## src/rtl/stc_sequencer.sv

```systemverilog
// STC gain-curve sequencer: steps a loadable gain table at a programmable
// sample interval after each radar trigger, then holds the final gain.
module stc_sequencer #(
    parameter int ADDR_W = 6,
    parameter int GAIN_W = 12,
    parameter int DIV_W  = 8
) (
    input  logic              clk,
    input  logic              rst_n,
    input  logic              trig,
    input  logic [DIV_W-1:0]  div_val,
    input  logic [ADDR_W-1:0] last_idx,
    input  logic              cfg_valid,
    output logic              cfg_ready,
    input  logic [ADDR_W-1:0] cfg_addr,
    input  logic [GAIN_W-1:0] cfg_data,
    output logic [GAIN_W-1:0] gain_out,
    output logic              busy,
    output logic              done
);

    localparam int DEPTH = 2 ** ADDR_W;

    typedef enum logic [1:0] {IDLE, RUN, HOLD} state_t;

    state_t            state, state_nxt;
    logic [ADDR_W-1:0] idx, idx_nxt, idx_inc;
    logic [ADDR_W-1:0] last_lat, last_nxt;
    logic [DIV_W-1:0]  cnt, cnt_nxt;
    logic [DIV_W-1:0]  div_lat, div_nxt;
    logic [GAIN_W-1:0] gain_nxt;
    logic              done_nxt;
    logic              trig_q;
    logic              trig_edge;
    logic              wr_en;
    logic [GAIN_W-1:0] gain_tab [DEPTH];

    assign trig_edge = trig & ~trig_q;
    assign cfg_ready = (state != RUN) & rst_n;
    assign wr_en     = cfg_valid & cfg_ready;
    assign busy      = (state == RUN);
    assign idx_inc   = idx + ADDR_W'(1);

    // Table writes stall during RUN, so the look-ahead read of the next entry stays coherent.
    always_ff @(posedge clk) begin
        if (!rst_n) begin
            for (int i = 0; i < DEPTH; i++) begin
                gain_tab[i] <= '0;
            end
        end else if (wr_en) begin
            gain_tab[cfg_addr] <= cfg_data;
        end
    end

    always_comb begin
        state_nxt = state;
        idx_nxt   = idx;
        cnt_nxt   = cnt;
        div_nxt   = div_lat;
        last_nxt  = last_lat;
        gain_nxt  = gain_out;
        done_nxt  = 1'b0;
        if (trig_edge) begin
            // A trigger edge restarts from any state, including mid-run.
            state_nxt = RUN;
            idx_nxt   = '0;
            cnt_nxt   = '0;
            div_nxt   = div_val;
            last_nxt  = last_idx;
            gain_nxt  = gain_tab[0];
        end else begin
            case (state)
                IDLE: gain_nxt = '0;
                RUN: begin
                    if (cnt == div_lat) begin
                        cnt_nxt = '0;
                        if (idx == last_lat) begin
                            state_nxt = HOLD;
                            done_nxt  = 1'b1;
                        end else begin
                            idx_nxt  = idx_inc;
                            gain_nxt = gain_tab[idx_inc];
                        end
                    end else begin
                        cnt_nxt = cnt + DIV_W'(1);
                    end
                end
                HOLD: ;
                default: begin
                    state_nxt = IDLE;
                    gain_nxt  = '0;
                end
            endcase
        end
    end

    always_ff @(posedge clk) begin
        if (!rst_n) begin
            state    <= IDLE;
            idx      <= '0;
            cnt      <= '0;
            div_lat  <= '0;
            last_lat <= '0;
            gain_out <= '0;
            done     <= 1'b0;
            trig_q   <= 1'b0;
        end else begin
            state    <= state_nxt;
            idx      <= idx_nxt;
            cnt      <= cnt_nxt;
            div_lat  <= div_nxt;
            last_lat <= last_nxt;
            gain_out <= gain_nxt;
            done     <= done_nxt;
            trig_q   <= trig;
        end
    end

endmodule

```

## config.mk

```make
export PLATFORM = sky130hd
export DESIGN_NAME = stc_sequencer
export DESIGN_NICKNAME = d
export VERILOG_FILES = /design/src/rtl/stc_sequencer.sv
export SDC_FILE = /design/constraint.sdc
export NUM_CORES = 1
export LEC_CHECK = 0
export CAP_MARGIN = 25
export CORE_UTILIZATION = 62
export CTS_CLUSTER_SIZE = 14
export DETAILED_ROUTE_END_ITERATION = 12
export PLACE_DENSITY = 0.79
export REMOVE_ABC_BUFFERS = 1
export SLEW_MARGIN = 5
export SYNTH_ARGS = -nofsm -noshare
export SYNTH_HDL_FRONTEND = slang
export SYNTH_SLANG_ARGS = --single-unit
export TNS_END_PERCENT = 20
```

## constraint.sdc

```tcl
create_clock -name clk -period 3.2 [get_ports clk]
set_input_delay 0.48 -clock clk [delete_from_list [all_inputs] [get_ports clk]]
set_output_delay 0.48 -clock clk [all_outputs]
set_load 0.005 [all_outputs]
```

After elaboration in Yosys (flattened, before gate mapping)

Memories as Yosys holds them, arrays and structs flattened.
Cells that the tools add are included.

Add/subtract/negate cells: 2
Eq/ne operators: 12
Mux-type cells: 17
Bitwise gates (word level): 9
Reductions and logical operators: 9

Operators by type and width:

| kind                | number |
|---|---|
| $mux 12             | 4 |
| $pmux 12 s2         | 1 |
| $reduce_and 3->1    | 4 |
| $reduce_or 12->1    | 1 |
| $add 8x1->8 const B | 1 |
| $eq 8x8->1          | 1 |
| $mux 8              | 1 |
| $ne 2x1->1 const B  | 4 |
| $mux 1              | 7 |
| $add 6x1->6 const B | 1 |
| $eq 6x6->1          | 1 |
| $mux 6              | 1 |
| $ne 3x1->1 const B  | 2 |
| $not 1->1           | 6 |
| $mux 2              | 2 |
| $pmux 2 s2          | 1 |
| $reduce_or 2->1     | 2 |
| $reduce_or 4->1     | 1 |
| $and 1x1->1         | 3 |
| $ne 3x3->1 const B  | 1 |
| $eq 2x1->1 const B  | 1 |
| $eq 2x2->1 const B  | 1 |
| $logic_not 2->1     | 1 |
| $ne 2x2->1 const B  | 1 |

Bits in registers: 44
Memory bits (writable): 768
Input bits: 36
Memories: 1

Memories:

| memory   | depth | width | rd ports | clocked after memory_dff | wr ports | RTL line | text |
|---|---|---|---|---|---|---|---|
| gain_tab | 64    | 12    | 2        | 0                        | 64       | 36       | `logic [GAIN_W-1:0] gain_tab [DEPTH];` |

Depth between registers and ports, before layout

Gate-level depths: netlist (run 1).

Depth in word-level cells: 8
Gate-level depth with buffers: 10
Gate-level depth less buffers: 7

Worst setup path after synthesis (run 1)

OpenSTA, ideal clock, no wires.

Kind: in2reg
Start point: in rst_n
End point: mem gain_tab[3][0] (enable)
Setup time: 398 ps
Arrival: 2428 ps
Data required time: 2802 ps
Slack: 375 ps
Stages on the path: 7
Path buffers: 3
Path through: buf_2 > and2_4 > nand3_2 > or3b_1 > buf_2 > buf_6 > o21ai_0

RTL lines:

| item               | RTL line | text |
|---|---|---|
| start: declaration | 9        | `input logic rst_n,` |
| end: declaration   | 36       |  |

Worst setup path after layout (run 1)

Start point: reg idx[0]
End point: reg gain_out[8]

Longest elaborated chain between the ends: 6

RTL lines:

| item                     | RTL line | text |
|---|---|---|
| start: declaration       | 27       | `logic [ADDR_W-1:0] idx, idx_nxt, idx_inc;` |
| start signal: assignment | 109      | `idx <= idx_nxt;` |
| $add 6x1->6              | 42       | `assign idx_inc = idx + ADDR_W'(1);` |
| $mem_v2 64x12            | --       |  |
| $mux 12                  | 77       | `if (idx == last_lat) begin` |
| $mux 12                  | 75       | `if (cnt == div_lat) begin` |
| $pmux 12 s2              | 72       | `case (state)` |
| $mux 12                  | 63       | `if (trig_edge) begin` |
| end signal: assignment   | 113      | `gain_out <= gain_nxt;` |
| end: declaration         | 17       | `output logic [GAIN_W-1:0] gain_out,` |

Parallel ways exist; a longest one is shown, timed or not. The select of a mux whose other input is x is not followed.
A chain may end at the register's enable or synchronous reset.

==> results of run 1 <==
stage by stage:
stage          instances  total power [mW]  worst slack (ns)  setup TNS, ns
2_1_floorplan       2357              13.1             -9.70        -154.40
5_1_grt             3469              23.9             0.128              0
3_5_place_dp        3316              13.8             0.194              0
6_report            3469              23.4             0.212              0
4_1_cts             3467              23.4             0.180              0
3_3_place_gp        3315              13.8             0.258              0
logic make-up (layout without fill, tap and decap cells):
logic type | after synthesis | in the layout | share of synthesized area (%)
AOI/OAI and AO/OA | 154 | 154 | 2.53
xor gates and xnor gates | 29 | 29 | 0.725
adders and majority gates | 2 | 2 | 0.0665
buffers and inverters | 267 | 340 | 3.26
DFF | 812 | 812 | 63.6
muxes | 239 | 239 | 12.7
other | 0 | 1 | 0
and+or+nand+nor | 1119 | 1119 | 17.1
worst min-delay path by stage:
stage,startpoint,end
2_1_floorplan,last_lat[0],last_lat[0]
3_3_place_gp,last_lat[1],last_lat[1]
3_5_place_dp,div_lat[7],div_lat[7]
4_1_cts,div_val[5],div_lat[5]
5_1_grt,div_val[3],div_lat[3]
6_report,div_val[5],div_lat[5]
final cells by class:
class | instances | area (sq um)
clock buffers | 103 | 2160
flip-flops and latches | 812 | 23900
inverters | 2 | 7.51
clock inverters | 48 | 548
repair buffers | 187 | 1710
fillers | 3776 | 17600
diodes | 1 | 2.50
well taps | 773 | 967
multi-input cells | 1543 | 12500
cell usage after synthesis, drive strengths merged, types with 4 or more instances:
cell	n
a31oi	12
a21boi	15
nand4	30
and2	772
mux4	192
buf	86
edfxtp	768
xor2	12
o21ai	79
clkbuf	179
mux2i	47
nand2b	4
dfxtp	44
nand3b	6
xnor2	17
nand3	56
nor2	90
nand2	142
a22oi	23
a211oi	12
cells in the final DEF (no fill, tap or decap), types with 37 or more instances in the layout:
cell type | netlist | final
buf_4 | 19 | 120
mux2i_1 | 47 | 47
nor2_1 | 84 | 84
dfxtp_1 | 44 | 43
clkdlybuf4s50_1 | 0 | 37
mux4_2 | 192 | 192
nand2_1 | 142 | 142
edfxtp_1 | 768 | 768
clkbuf_16 | 0 | 83
o21ai_0 | 79 | 51
nand3_1 | 54 | 54
and2_1 | 771 | 771
power breakdown:
| group | internal [mW] | switching (mW) |
|---|---|---|
| logic | 0.552 | 0.938 |
| clock network | 5.70 | 4.02 |
| registers | 12.0 | 0.181 |
tightest hold or removal path, delay by kind of cell:
family	cells	cell delay (ns)
buf+inv	1	0.40
compound gates	1	0.06
simple gates	1	0.05
sequential cells by signal, indices dropped and copies added, names as in the netlist:
register	flops
gain_tab	768
gain_out	12
cnt	8
div_lat	8
idx	6
last_lat	6
state	2
done	1
trig_q	1
per-layer routing:
metal	wire length (um)	vias to the layer above
met5	0	-
met3	10800	216
met4	3350	0
li1	-	9502
met2	45400	1361
met1	36100	11300
==> results.md, run 1 <==
- Status: finished clean
- Library cells used by synthesis: 51
- Die height: around 250 um
- # hold bufs at CTS: 0
- Die ar.: roughly 0.062 sq mm
- Required time of the critical path: approximately 3.8 ns
- Relative slew slack: around 28%
- Worst r2r src: idx[0]
- DR WL/cell: approximately 28 um
- Mapped Avg Cell Area: between 10 and 15 sq um
- Ys flop type: edfxtp_1
- Share of flip-flops with an asynchronous set or reset: 0%
- Top cells by area, synth: edfxtp_1 61%, and2_1 13%, mux4_2 11%
- Met2 GRT Util: 49.7%
- Cell taking the most area after synthesis: edfxtp_1
- CP Max Fanout: 56
- Post-synthesis register bit count: roughly 800
- Clock Pin Slew Worst Setup and Hold Paths: 0.06 ns
- Crit. End Element: register
- FP Rows: slightly below 90
- Fin. Hold Viols: 0
- Buf+Inv Stages, Crit Path: 1
- Crit path DAT: between 3 and 4 ns
- Fin crit share: between 90 and 100%
- Largest net degree at the start of global routing: just under 90
- P_leak: around 15 nW
- Placer congestion estimate: approximately 0.94
- Core area: ~0.059 sq mm
- Via count: roughly 22000
- Worst skew pair latency: between 0.6 and 0.7 ns
- CTS sink cnt: 812
- Initial DRC Count: ~2700
- DR pass1 iterations: 6
- Max-slew violations: 0
- Pwr/cell area: around 560 mW/mm^2
- Htree depth: 3
- Max incr delay on CP: just under 0.5 ns
- Max Clock Skew: about 0.026 ns
- Post-synthesis cell area: ~0.038 sq mm
- Initial antenna violation count: 2
- CTS tree: done
- Largest delay share family, worst path: compound AO/OA/AOI/OAI gates
- Final hold slack: ~0.42 ns
- Final setup fails: 0
- Crit Path Category: reg -> reg
- # resized after CTS: 0
- Share of layout cells above drive strength 1: 17.8%
- Ports: just over 50
- GRT busiest layer: met2
- GRT met3 Usage: under 10%
- Initial Util: around 63%
- Cells after Synth: 2622
- Share of the synthesized area in the top cell type: 61.3%
- Remaining antenna violation count after routing: 0
- Yosys synthesis warning count: 0
- Clk buf depth: 3
- R2R Setup Slk: between 0.2 and 0.25 ns
- Worst-Margin Slew: between 1 and 1.5 ns
- Total track usage: 32.1%
- Clock buffer count from CTS: 82
- Root Driver: clkbuf_16
- Total Wirelength: approximately 96 mm
- Final core utilization: 70.4%
- Fin nets: about 2700
- Worst Hold Depth: 3
- RR Endpoint: gain_out[8]
- Routed vias/inst: 6.44
- Startpoint Class: register
- Area of placed instances: ~0.04 sq mm
- Share of the yosys chip area belonging to registers: 63.6%
- Area Growth Syn to Fin: 11.2%
- Met1 Track Usage GR: between 40 and 50%
- Crit path cell chain: ha_4 -> xor2_4 -> buf_12 -> mux4_2 -> mux2i_1 -> a22oi_1 -> nand4_1 -> a31oi_1
- Gr ovfl total: 0
- Crit path launch: idx[0]
- DRC viols: 0
- Setup Buffers After CTS: 0
- Crit path depth: 8
- Die width: between 200 and 250 um
- HP Class: in -> reg
- Dpl hpwl: 62.1 mm
- Fin area: roughly 0.042 sq mm
- Critical Path Sink: gain_out[8]
- IO Port Bufs: 50
- Vias in the first global route: ~22000
- Minimum clock period: around 3.0 ns
- Max frequency: ~330 MHz
- First-pass GRT wire length: roughly 140 mm
- Slowest-stage cell, CP: dfxtp_4
- VDD IR max: ~520 uV
- Unrepaired setup endpoints after global routing: false
- EDFF count, synth: around 770
- Maxcap violations: 0
- Cells on worst reg2reg path: 8
No activity file was read; power rests on OpenSTA's default activity.
==> run 2, diff against run 1 <==
--- a/config.mk
+++ b/config.mk
@@ -6,6 +6,7 @@
 export NUM_CORES = 1
 export LEC_CHECK = 0
 export CAP_MARGIN = 25
+export CORE_MARGIN = 1
 export CORE_UTILIZATION = 62
 export CTS_CLUSTER_SIZE = 14
 export DETAILED_ROUTE_END_ITERATION = 12
==> results of run 2 <==
Final layout, timing and power as in run 1 (identical DEF).
